--- src/rtl/dmem_port_arbiter.sv ---
// dmem_port_arbiter: two-requester front end for one single-port data memory.
// Port 0 = core load/store path, port 1 = DMA/debug; one access in flight.
//
// Ports
//   clk, rst_n          clock, asynchronous active-low reset
//   pX_req/we/addr      request (held until pX_gnt), 1=write, byte address
//   pX_wdata/mask       write data and byte enables
//   pX_gnt              one-cycle pulse in the cycle the command hits memory
//   pX_rvalid/rdata     one-cycle read-return strobe, read word held after
//   mem_cs/mem_wr       active-low chip select / write strobe (0 = write)
//   mem_addr/mask/wdata word-aligned address, byte enables, write data
//   mem_rdata           read data, valid RD_LAT cycles after the access
//   busy                high whenever the sequencer is not idle
//
// Build option: define ARB_ROUND_ROBIN_EN for round-robin conflict
// resolution; otherwise port 0 has fixed priority.
module dmem_port_arbiter #(
    parameter int ADDR_W = 32,
    parameter int DATA_W = 32,
    parameter int RD_LAT = 2
) (
    input  logic                clk,
    input  logic                rst_n,
    input  logic                p0_req,
    input  logic                p0_we,
    input  logic [ADDR_W-1:0]   p0_addr,
    input  logic [DATA_W-1:0]   p0_wdata,
    input  logic [DATA_W/8-1:0] p0_mask,
    output logic                p0_gnt,
    output logic                p0_rvalid,
    output logic [DATA_W-1:0]   p0_rdata,
    input  logic                p1_req,
    input  logic                p1_we,
    input  logic [ADDR_W-1:0]   p1_addr,
    input  logic [DATA_W-1:0]   p1_wdata,
    input  logic [DATA_W/8-1:0] p1_mask,
    output logic                p1_gnt,
    output logic                p1_rvalid,
    output logic [DATA_W-1:0]   p1_rdata,
    output logic                mem_cs,
    output logic                mem_wr,
    output logic [ADDR_W-1:0]   mem_addr,
    output logic [DATA_W/8-1:0] mem_mask,
    output logic [DATA_W-1:0]   mem_wdata,
    input  logic [DATA_W-1:0]   mem_rdata,
    output logic                busy
);

    localparam int MASK_W = DATA_W / 8;
    localparam logic [1:0] S_IDLE   = 2'd0;
    localparam logic [1:0] S_ACCESS = 2'd1;
    localparam logic [1:0] S_WAIT   = 2'd2;
    localparam logic [3:0] LAT_INIT = 4'(RD_LAT - 1);
    localparam logic [ADDR_W-1:0] ALIGN = ~ADDR_W'(3);

    logic [1:0]        state;
    logic [3:0]        lat_cnt;
    logic              owner;
    logic              any_req;
    logic              pick;
    logic              sel_we;
    logic [ADDR_W-1:0] sel_addr;
    logic [DATA_W-1:0] sel_wdata;
    logic [MASK_W-1:0] sel_mask;

    assign any_req = p0_req | p1_req;
    assign busy    = (state != S_IDLE);

`ifdef ARB_ROUND_ROBIN_EN
    logic last_winner;

    // On conflict the port that did not win last time goes first.
    assign pick = p1_req & (~p0_req | ~last_winner);

    always_ff @(posedge clk or negedge rst_n) begin
        if (!rst_n) begin
            last_winner <= 1'b1;
        end else if (state == S_IDLE && any_req) begin
            last_winner <= pick;
        end
    end
`else
    assign pick = p1_req & ~p0_req;
`endif

    always_comb begin
        sel_we    = pick ? p1_we    : p0_we;
        sel_addr  = pick ? p1_addr  : p0_addr;
        sel_wdata = pick ? p1_wdata : p0_wdata;
        sel_mask  = pick ? p1_mask  : p0_mask;
    end

    always_ff @(posedge clk or negedge rst_n) begin
        if (!rst_n) begin
            state     <= S_IDLE;
            lat_cnt   <= '0;
            owner     <= 1'b0;
            mem_cs    <= 1'b1;
            mem_wr    <= 1'b1;
            mem_addr  <= '0;
            mem_mask  <= '0;
            mem_wdata <= '0;
            p0_gnt    <= 1'b0;
            p1_gnt    <= 1'b0;
            p0_rvalid <= 1'b0;
            p1_rvalid <= 1'b0;
            p0_rdata  <= '0;
            p1_rdata  <= '0;
        end else begin
            p0_gnt    <= 1'b0;
            p1_gnt    <= 1'b0;
            p0_rvalid <= 1'b0;
            p1_rvalid <= 1'b0;
            unique case (state)
                S_IDLE: begin
                    if (any_req) begin
                        state     <= S_ACCESS;
                        owner     <= pick;
                        // An all-zero write mask is granted but never
                        // touches the memory.
                        mem_cs    <= sel_we && (sel_mask == '0);
                        mem_wr    <= ~sel_we;
                        mem_addr  <= sel_addr & ALIGN;
                        mem_mask  <= sel_we ? sel_mask : '1;
                        mem_wdata <= sel_wdata;
                        p0_gnt    <= ~pick;
                        p1_gnt    <= pick;
                    end
                end
                S_ACCESS: begin
                    mem_cs <= 1'b1;
                    mem_wr <= 1'b1;
                    // mem_wr still holds the strobe of this access.
                    if (mem_wr) begin
                        state   <= S_WAIT;
                        lat_cnt <= LAT_INIT;
                    end else begin
                        state <= S_IDLE;
                    end
                end
                S_WAIT: begin
                    // Last WAIT cycle is the one carrying mem_rdata.
                    if (lat_cnt == '0) begin
                        state <= S_IDLE;
                        if (owner) begin
                            p1_rdata  <= mem_rdata;
                            p1_rvalid <= 1'b1;
                        end else begin
                            p0_rdata  <= mem_rdata;
                            p0_rvalid <= 1'b1;
                        end
                    end else begin
                        lat_cnt <= lat_cnt - 4'd1;
                    end
                end
                default: begin
                    state <= S_IDLE;
                end
            endcase
        end
    end

endmodule

--- config.mk ---
export PLATFORM = sky130hd
export DESIGN_NAME = dmem_port_arbiter
export DESIGN_NICKNAME = d
export VERILOG_FILES = /design/src/rtl/dmem_port_arbiter.sv
export SDC_FILE = /design/constraint.sdc
export NUM_CORES = 1
export LEC_CHECK = 0
export CELL_PAD_IN_SITES_DETAIL_PLACEMENT = 1
export CELL_PAD_IN_SITES_GLOBAL_PLACEMENT = 2
export CORE_MARGIN = 1
export CORE_UTILIZATION = 27
export CTS_BUF_LIST = sky130_fd_sc_hd__clkbuf_4
export CTS_CLUSTER_DIAMETER = 120
export CTS_CLUSTER_SIZE = 14
export DETAILED_ROUTE_END_ITERATION = 10
export GPL_TIMING_DRIVEN = 0
export HOLD_SLACK_MARGIN = 0.06
export PLACE_DENSITY_LB_ADDON = 0.15
export REMOVE_ABC_BUFFERS = 1
export SYNTH_ARGS = -nofsm -noshare
export SYNTH_HDL_FRONTEND = slang
export SYNTH_SLANG_ARGS = --single-unit
--- constraint.sdc ---
create_clock -name clk -period 3.2 [get_ports clk]
set_clock_uncertainty 0.1 [all_clocks]
set_input_delay 0.64 -clock clk [delete_from_list [all_inputs] [get_ports clk]]
set_output_delay 0.64 -clock clk [all_outputs]
set_load 0.01 [all_outputs]
=== After elaboration in Yosys (flattened, before gate mapping) ===
Cells that the tools add are included.

* Register bits: 143
* Output and inout port bits: 139
* Word-level logic and storage cells: 66

* Add/subtract/negate cells: 1
* Eq/ne operators: 6
* Mux-type cells: 26
* Bitwise gates (word level): 6
* Reduce and logical (&&, ||, !) cells: 13

{| class="wikitable"
|+ Operators by type and width
! kind !! count
|-
| $mux W32 || 2
|-
| $mux W4 || 4
|-
| $mux W1 || 13
|-
| $reduce_and A3 Y1 || 3
|-
| $logic_not A4 Y1 || 2
|-
| $ne A2 B2 Y1 const B || 4
|-
| $pmux W4 S2 || 1
|-
| $mux W2 || 3
|-
| $pmux W2 S3 || 1
|-
| $reduce_and A2 Y1 || 3
|-
| $reduce_bool A2 Y1 || 3
|-
| $not A1 Y1 || 4
|-
| $pmux W1 S2 || 2
|-
| $sub A4 B1 Y4 const B || 1
|-
| $eq A2 B1 Y1 const B || 1
|-
| $eq A2 B2 Y1 const B || 1
|-
| $logic_not A2 Y1 || 1
|-
| $and A1 B1 Y1 || 1
|-
| $logic_and A1 B1 Y1 || 1
|-
| $or A1 B1 Y1 || 1
|}

=== Depth between registers and ports, before layout ===
* Depth in word-level cells: 7
* Depth in mapped cells: 6
* Depth with buffers taken out: 5

=== Worst setup path after synthesis ===
Ideal clock, no wire load.

* Kind: reg-to-reg
* From: register lat_cnt[0]
* To: register p0_rdata[10]
* Library setup time: 0.125 ns
* Arrival time: 1.842 ns
* Required time: 2.975 ns
* Setup slack: 1.134 ns
* Cell stages (with the launch flop): 7
* Cells stage by stage: dfrtp_1 inv_1 ha_1 or3b_4 nor4_4 buf_6 mux2_2

* Cells in the longest elaborated chain, start to end: 2

{| class="wikitable"
|+ Ends and longest elaborated chain
! element !! line !! source
|-
| start, declared || 57 || <nowiki>logic [3:0] lat_cnt;</nowiki>
|-
| start signal, assigned || 153 || <nowiki>lat_cnt <= lat_cnt - 4'd1;</nowiki>
|-
| $logic_not A4 Y1 || 143 || <nowiki>if (lat_cnt == '0) begin</nowiki>
|-
| $reduce_and A3 Y1 (no line) || n/a ||
|-
| end signal, assigned || 149 || <nowiki>p0_rdata <= mem_rdata;</nowiki>
|-
| end, declared || 31 || <nowiki>output logic [DATA_W-1:0] p0_rdata,</nowiki>
|}

Every way passes these cells.
A chain may end at the register's enable or synchronous reset.

=== Worst setup path after layout ===
* From: register state[0]
* To: output busy

* Cells in the longest elaborated chain, start to end: 1

{| class="wikitable"
|+ Ends and longest elaborated chain
! element !! line !! source
|-
| start, declared || 56 || <nowiki>logic [1:0] state;</nowiki>
|-
| start signal, assigned || 95 || <nowiki>state <= S_IDLE;</nowiki>
|-
| start signal, assigned || 117 || <nowiki>state <= S_ACCESS;</nowiki>
|-
| start signal, assigned || 135 || <nowiki>state <= S_WAIT;</nowiki>
|-
| $reduce_bool A2 Y1 || 67 || <nowiki>assign busy = (state != S_IDLE);</nowiki>
|-
| end, declared || 46 || <nowiki>output logic busy</nowiki>
|}

Every way passes these cells.

==> flow_metrics.py <==
metrics = {
    "outcome": {
        "outcome": "complete, but fails checks",
        "violations": "DRC",
    },
    "finish": {
        "drive_above_1_share_pct": 14.3,
        "area_growth_pct": 61.4,
        "fin_nets": 960,
    },
    "clock_network": {
        "cts_setup_buffers": 0,
        "h-tree-depth": 4,
        "cts.hold.buffers_added": 0,
        "cts_tree": "yes",
        "cts_max_path_buffers": 2,
        "cts_resized": 0,
        "clock_latency_ns": 0.51,
        "numClockSinks": 143,
        "cts_made_buffers": 17,
        "root_buffer": "clkbuf_4",
        "clk_pin_slew_worst_paths_ns": 0.13,
    },
    "worst_setup_path": {
        "crit_buf_inv": 2,
        "startpoint": "state[0]",
        "cp-end-kind": "output pin",
        "ff2ff_setup_slack_ns": 0.84,
        "cp_cell_sequence": "nor2_1, inv_2, clkdlybuf4s50_1",
        "crit_family": "buffers and inverters",
        "critPathArrivalTime_ns": 2.23,
        "regToRegStartpoint": "lat_cnt[0]",
        "path_class": "register to output pin",
        "cp_max_fo": 26,
        "slowest_stage": "clkdlybuf4s50_1",
        "start_kind": "register",
        "cpPeakStageDelay_ns": 0.64,
        "worstPathRequired_ns": 2.46,
    },
    "timing": {
        "period_share_pct": 92.7,
        "final_hold_viol_count": 0,
        "rsz0062_at_grt": "false",
        "drv_slew": 0,
        "finalSetupViolations": 0,
        "relSlewSlack_pct": 41.9,
        "whs_ns": 0.0896,
        "fmax_mhz": 337,
        "worst_slew_pin_slew_ns": 0.871,
        "finalCriticalPeriod_ns": 2.97,
    },
    "routing": {
        "dr.pass1.iters": 7,
        "initialDrtViolationCount": 182,
        "vias": 4990,
        "viasPerCell": 4.63,
        "drt-wirelength-per-cell_um": 18.0,
        "ant_nets": 0,
        "drc_errors": 25,
        "drt_wl_total_um": 19400,
    },
    "worst_hold_path": {
        "hp-class": "primary input to asynchronous set/reset pin",
    },
    "yosys": {
        "ys_seq_elements": 143,
        "synth_top_area_cell": "dfrtp_1",
        "syn-cell-area_um2": 6110,
        "synth_top_flop_cell": "dfrtp_1",
        "synth-edff-count": 0,
        "syn-instance-count": 486,
        "synth_top_area_share_pct": 57.7,
        "yosysMostFrequentCell": "dfrtp_1",
        "async_reset_ff_share_pct": 100,
        "netlist-cell-type-count": 35,
        "syn_avg_cell_area_um2": 12.6,
        "ys_top_cells_by_area": "dfrtp_1 (58%), mux2_2 (12%), mux2i_1 (11%)",
        "ys_seq_area_share_pct": 58.6,
        "synthTopCellsByCount": "dfrtp_1 (141), o21ai_0 (123), mux2i_1 (68)",
        "ys_warn_count": 0,
    },
    "floorplan": {
        "start_util_pct": 27.8,
        "core_um2": 22000,
        "dieWidth_um": 152,
        "io_pins": 313,
        "rows": 54,
        "dieArea_um2": 23300,
        "die_h_um": 152,
    },
    "global_routing": {
        "antenna_found_initial": 1,
        "grt_usage_pct": 17.1,
        "grt_pass1_vias": 5457,
        "grt_pass1_wl_um": 30900,
        "gr-total-overflow": 0,
        "grt_max_degree": 94,
    },
    "power": {
        "power.density_nw_per_um2": 856,
        "leakage_nw": 4.28,
        "ir_drop_mv": 0.323,
        "power.total_w": 0.00845,
    },
    "placed_design": {
        "port_buffers": 306,
        "place_hpwl_um": 14800,
        "routabilityCongestion": 0.732,
    },
    "job": {
        "maxCapViolCount": 0,
    },
}
stage by stage:
| stage | TNS, ns | cells | utilization, % | instance area (µm²) | setup WS [ns] |
|---|---|---|---|---|---|
| floorplan | -34.07 | 451 | - | 5930 | -0.572 |
| global placement | -774.36 | 1037 | 42.4 | 9350 | -4.40 |
| detailed placement | 0 | 1045 | 43.3 | 9550 | 0.321 |
| CTS | 0 | 1077 | 44.8 | 9870 | 0.146 |
| global route | 0 | 1078 | 44.8 | 9870 | 0.0180 |
| finish | 0 | 1078 | 44.8 | 9870 | 0.234 |
state kept, by name, summed over array words and instances (netlist names):
name,cells
lat_cnt,4
p1_gnt,1
mem_mask,4
p1_rdata,32
mem_cs,1
p0_rvalid,1
state,2
p1_rvalid,1
p0_rdata,32
owner,1
p0_gnt,1
mem_wdata,32
mem_wr,1
mem_addr,30
power by group:
group	switching (W)	internal (W)
combinational	0.00174	0.00227
sequential	0.000457	0.00267
clock	0.000743	0.000570
total	0.00294	0.00551
kinds of logic after synthesis:
logic type	synth area share, %
DFF	58.6
AOI/OAI and AO/OA	11.6
muxes	22.9
buffers and inverters	3.38
and+or+nand+nor	3.05
adders and majority gates	0.409
other	0.0613
worst paths after layout:
| check | endpoint | cells after the start |
|---|---|---|
| setup / recovery | busy | 3 |
| hold / removal | p1_rdata[3] | 1 |
| setup reg to reg | p0_rdata[1] | 6 |
| hold reg to reg | p0_rdata[5] | 1 |
| max in group asynchronous | mem_wr | 2 |
| min in group clk | p0_rdata[5] | 1 |
final cells by class:
cell class                      count  area [µm²]
Fill cell                        2345       12200
Sequential cell                   143        3580
Timing Repair Buffer              314        3230
Multi-Input combinational cell    302        2360
Tap cell                          280         350
Clock inverter                     15         196
Clock buffer                       17         128
Inverter                            6        22.5
Antenna cell                        1        2.50
layer usage:
layer	vias to the layer above	GRT usage (%)	wire (µm)
met2	229	28.3	9250
met1	2405	20.8	8000
met5	-	0	0
met4	0	4.47	201
met3	17	6.80	1970
li1	2339	-	-
layout by cell type, fill, tap and decap left out, types with 4 or more instances in the layout:
cell | synthesis | routed
nor2_1 | 5 | 4
nand2_1 | 6 | 6
mux2_2 | 63 | 63
inv_1 | 6 | 5
inv_6 | 0 | 7
mux2i_1 | 68 | 68
clkdlybuf4s50_1 | 0 | 305
o21ai_0 | 123 | 123
nor3_1 | 4 | 4
clkbuf_4 | 0 | 17
dfrtp_1 | 141 | 141
Note: power is estimated with default switching activity, not from simulation.
==> variant (same settings) <==
The parameter `DATA_W` goes from 32 to 28.
--- a/src/rtl/dmem_port_arbiter.sv
+++ b/src/rtl/dmem_port_arbiter.sv
@@ -16,7 +16,7 @@
 // resolution; otherwise port 0 has fixed priority.
 module dmem_port_arbiter #(
     parameter int ADDR_W = 32,
-    parameter int DATA_W = 32,
+    parameter int DATA_W = 28,
     parameter int RD_LAT = 2
 ) (
     input  logic                clk,
Interface: changed (9 resized); port bits go from 313 to 286. The function was not compared with the original's and may differ.
==> variant against the unedited design <==
Total power down 8.3%. First-iteration DRC count down 36%. Clock power down 9.9%. Routed wire length down 14%. Synthesized area down 9.8%. Cell area down 9.4%. Worst setup slack better by 300 ps. Sequential share of layout area up 0.11 points. Sequential cell count down 13.
==> variant: results (changes against the unedited design) <==
synthMuxAreaShare: 0.231  # +0.00199
synth_compound_area_frac: 0.0662  # -0.0500
drt_iter0_drc: 116  # -36%
top_register: "mem_addr"
synthFlopType: "dfrtp_1"
synth.area.top_cells: "dfrtp_1 58%, mux2i_1 11%, mux2_2 7.8%"
antenna_found_initial: 1  # unchanged
grt_first_pass_wirelength_mm: 27.0  # -12%
htreeDepth: 4  # unchanged
grt_pass1_vias: 4854  # -11%
dpl.hpwl_mm: 12.9  # -13%
cp_slowest_stage_delay_ps: 510  # -130 ps
place.gp.congestion: 0.737  # +0.61%
portBuffers: 279  # -8.8%
placed_cells: 969  # -7.3%
drive_gt1_frac: 0.124  # -0.0194
slowest_stage: "clkdlybuf4s50_1"
postSynthAreaPerCell_sq_um: 12.3  # -1.9%
tightestPinTransition_ps: 845  # -26.1 ps
clk_path_buf_depth: 2  # unchanged
clock-root-buffer: "clkbuf_4"
crit_arrival_ps: 1930  # -300 ps
cp_max_fo: 4  # -85%
wl_per_cell_um: 16.6  # -7.8%
firstDrtPassIters: 4  # -3
grt_max_degree: 72  # -23%
nNetsFinal: 886  # -7.7%
hold_class: "flip-flop to flip-flop"
vias: 4426  # -11%
clk_latency_ps: 520
cts-buffers-inserted: 17  # unchanged
finalWirelength_mm: 16.7  # -14%
fillers: 2087  # -11%
ys_async_sr_fraction: 1.00  # unchanged
cts_resized: 0  # unchanged
largest_reg_flops: 30
grtUsageTotal: 0.166  # -0.00481
synth_cell_types: 30  # -14%
synth_common_cells: "128 x dfrtp_1, 67 x nand2_1, 61 x mux2i_1"
clk_pin_slew_ps: 120
peakVddDrop_uv: 294  # -9.1%
critPathTopFamily: "buffers and inverters"
synth_fa_ha_area_frac: 0.00454  # +0.000445
yosysWarnings: 0  # unchanged
status: "finished clean"
synth_xor_area_frac: 0  # unchanged
yosysSeqAreaShare: 0.590  # +0.00466
power.leakage_nw: 4.04  # -5.7%
[variant: cell types whose count changed in the layout (fill, tap and decap cells not counted), moves of 5 or more]
| cell | change |
|---|---|
| clkdlybuf4s50_1 | -27 |
| mux2_1 | +8 |
| o21ai_0 | -64 |
| mux2_2 | -25 |
| inv_6 | -5 |
| a21oi_1 | +5 |
| nor2_1 | +6 |
| dfrtp_1 | -13 |
| mux2_4 | +9 |
| mux2i_1 | -7 |
| nand2_1 | +60 |
[variant: final cells by class]
cell class / instances / share of cell area
sequential: 130 / 0.364
antenna: 2 / 0.000559
timing repair buffer: 285 / 0.328
inverter: 8 / 0.00336
clock inverter: 13 / 0.0180
clock buffer: 18 / 0.0151
multi-input combinational: 282 / 0.234
tap: 265 / 0.0371
[variant: cell families after synthesis]
group,Yosys count
muxes,117
AOI/OAI and AO/OA,71
other,1
adders and majority gates,2
DFF,130
and+or+nand+nor,90
buffers and inverters,36
[variant: tightest hold or removal path, cell delays in order (launching register included)]
cell and delay, ps:
dfrtp_1 360, nand2_1 50, o21ai_0 60
[variant: repair_timing]
| item | CTS | global route |
|---|---|---|
| endpoints found under the hold margin | 59 | 0 |
| hold buffers | 1 | 0 |
| buffers inserted | 0 | 0 |
[variant: through the flow]
| step | setup WS (ps) | cell area, sq um | hold WS (ps) | setup TNS (ps) |
|---|---|---|---|---|
| 6_report | 532 | 8950 | 393 | 0 |
| 5_1_grt | 386 | 8950 | 417 | 0 |
| 4_1_cts | 464 | 8940 | 399 | 0 |
| 3_5_place_dp | 391 | 8640 | 371 | 0 |
| 3_3_place_gp | -7970 | 8480 | 361 | -993160 |
| 2_1_floorplan | -3770 | 5360 | 244 | -230670 |
[variant: path summary, 6_finish.rpt]
check | slack, ps | start | to | cells after the start
setup / recovery | 530 | state[1]$_DFFE_PN0P_ | busy | 3
hold / removal | 390 | mem_wdata[16]$_DFFE_PN0P_ | mem_wdata[16]$_DFFE_PN0P_ | 2
setup reg to reg | 970 | lat_cnt[0]$_DFFE_PN0P_ | p0_rdata[5]$_DFFE_PN0P_ | 5
hold reg to reg | 390 | mem_wdata[16]$_DFFE_PN0P_ | mem_wdata[16]$_DFFE_PN0P_ | 2
max in group asynchronous | 1660 | rst_n | mem_cs$_DFFE_PN1P_ | 3
min in group asynchronous | 540 | rst_n | p1_rdata[26]$_DFFE_PN0P_ | 2
[variant: power by group]
group	total [mW]	internal, mW	switching (mW)
registers	2.89	2.45	0.439
logic	3.68	2.13	1.55
clock network	1.18	0.547	0.635
total	7.75	5.12	2.62
[variant: metal layers]
layer  track usage  routed length [um]  vias up
met1         0.191                6620     2110
met5             0                   0        -
li1              -                   -     2095
met4        0.0527                 197        0
met2         0.275                7960      205
met3        0.0758                1880       16
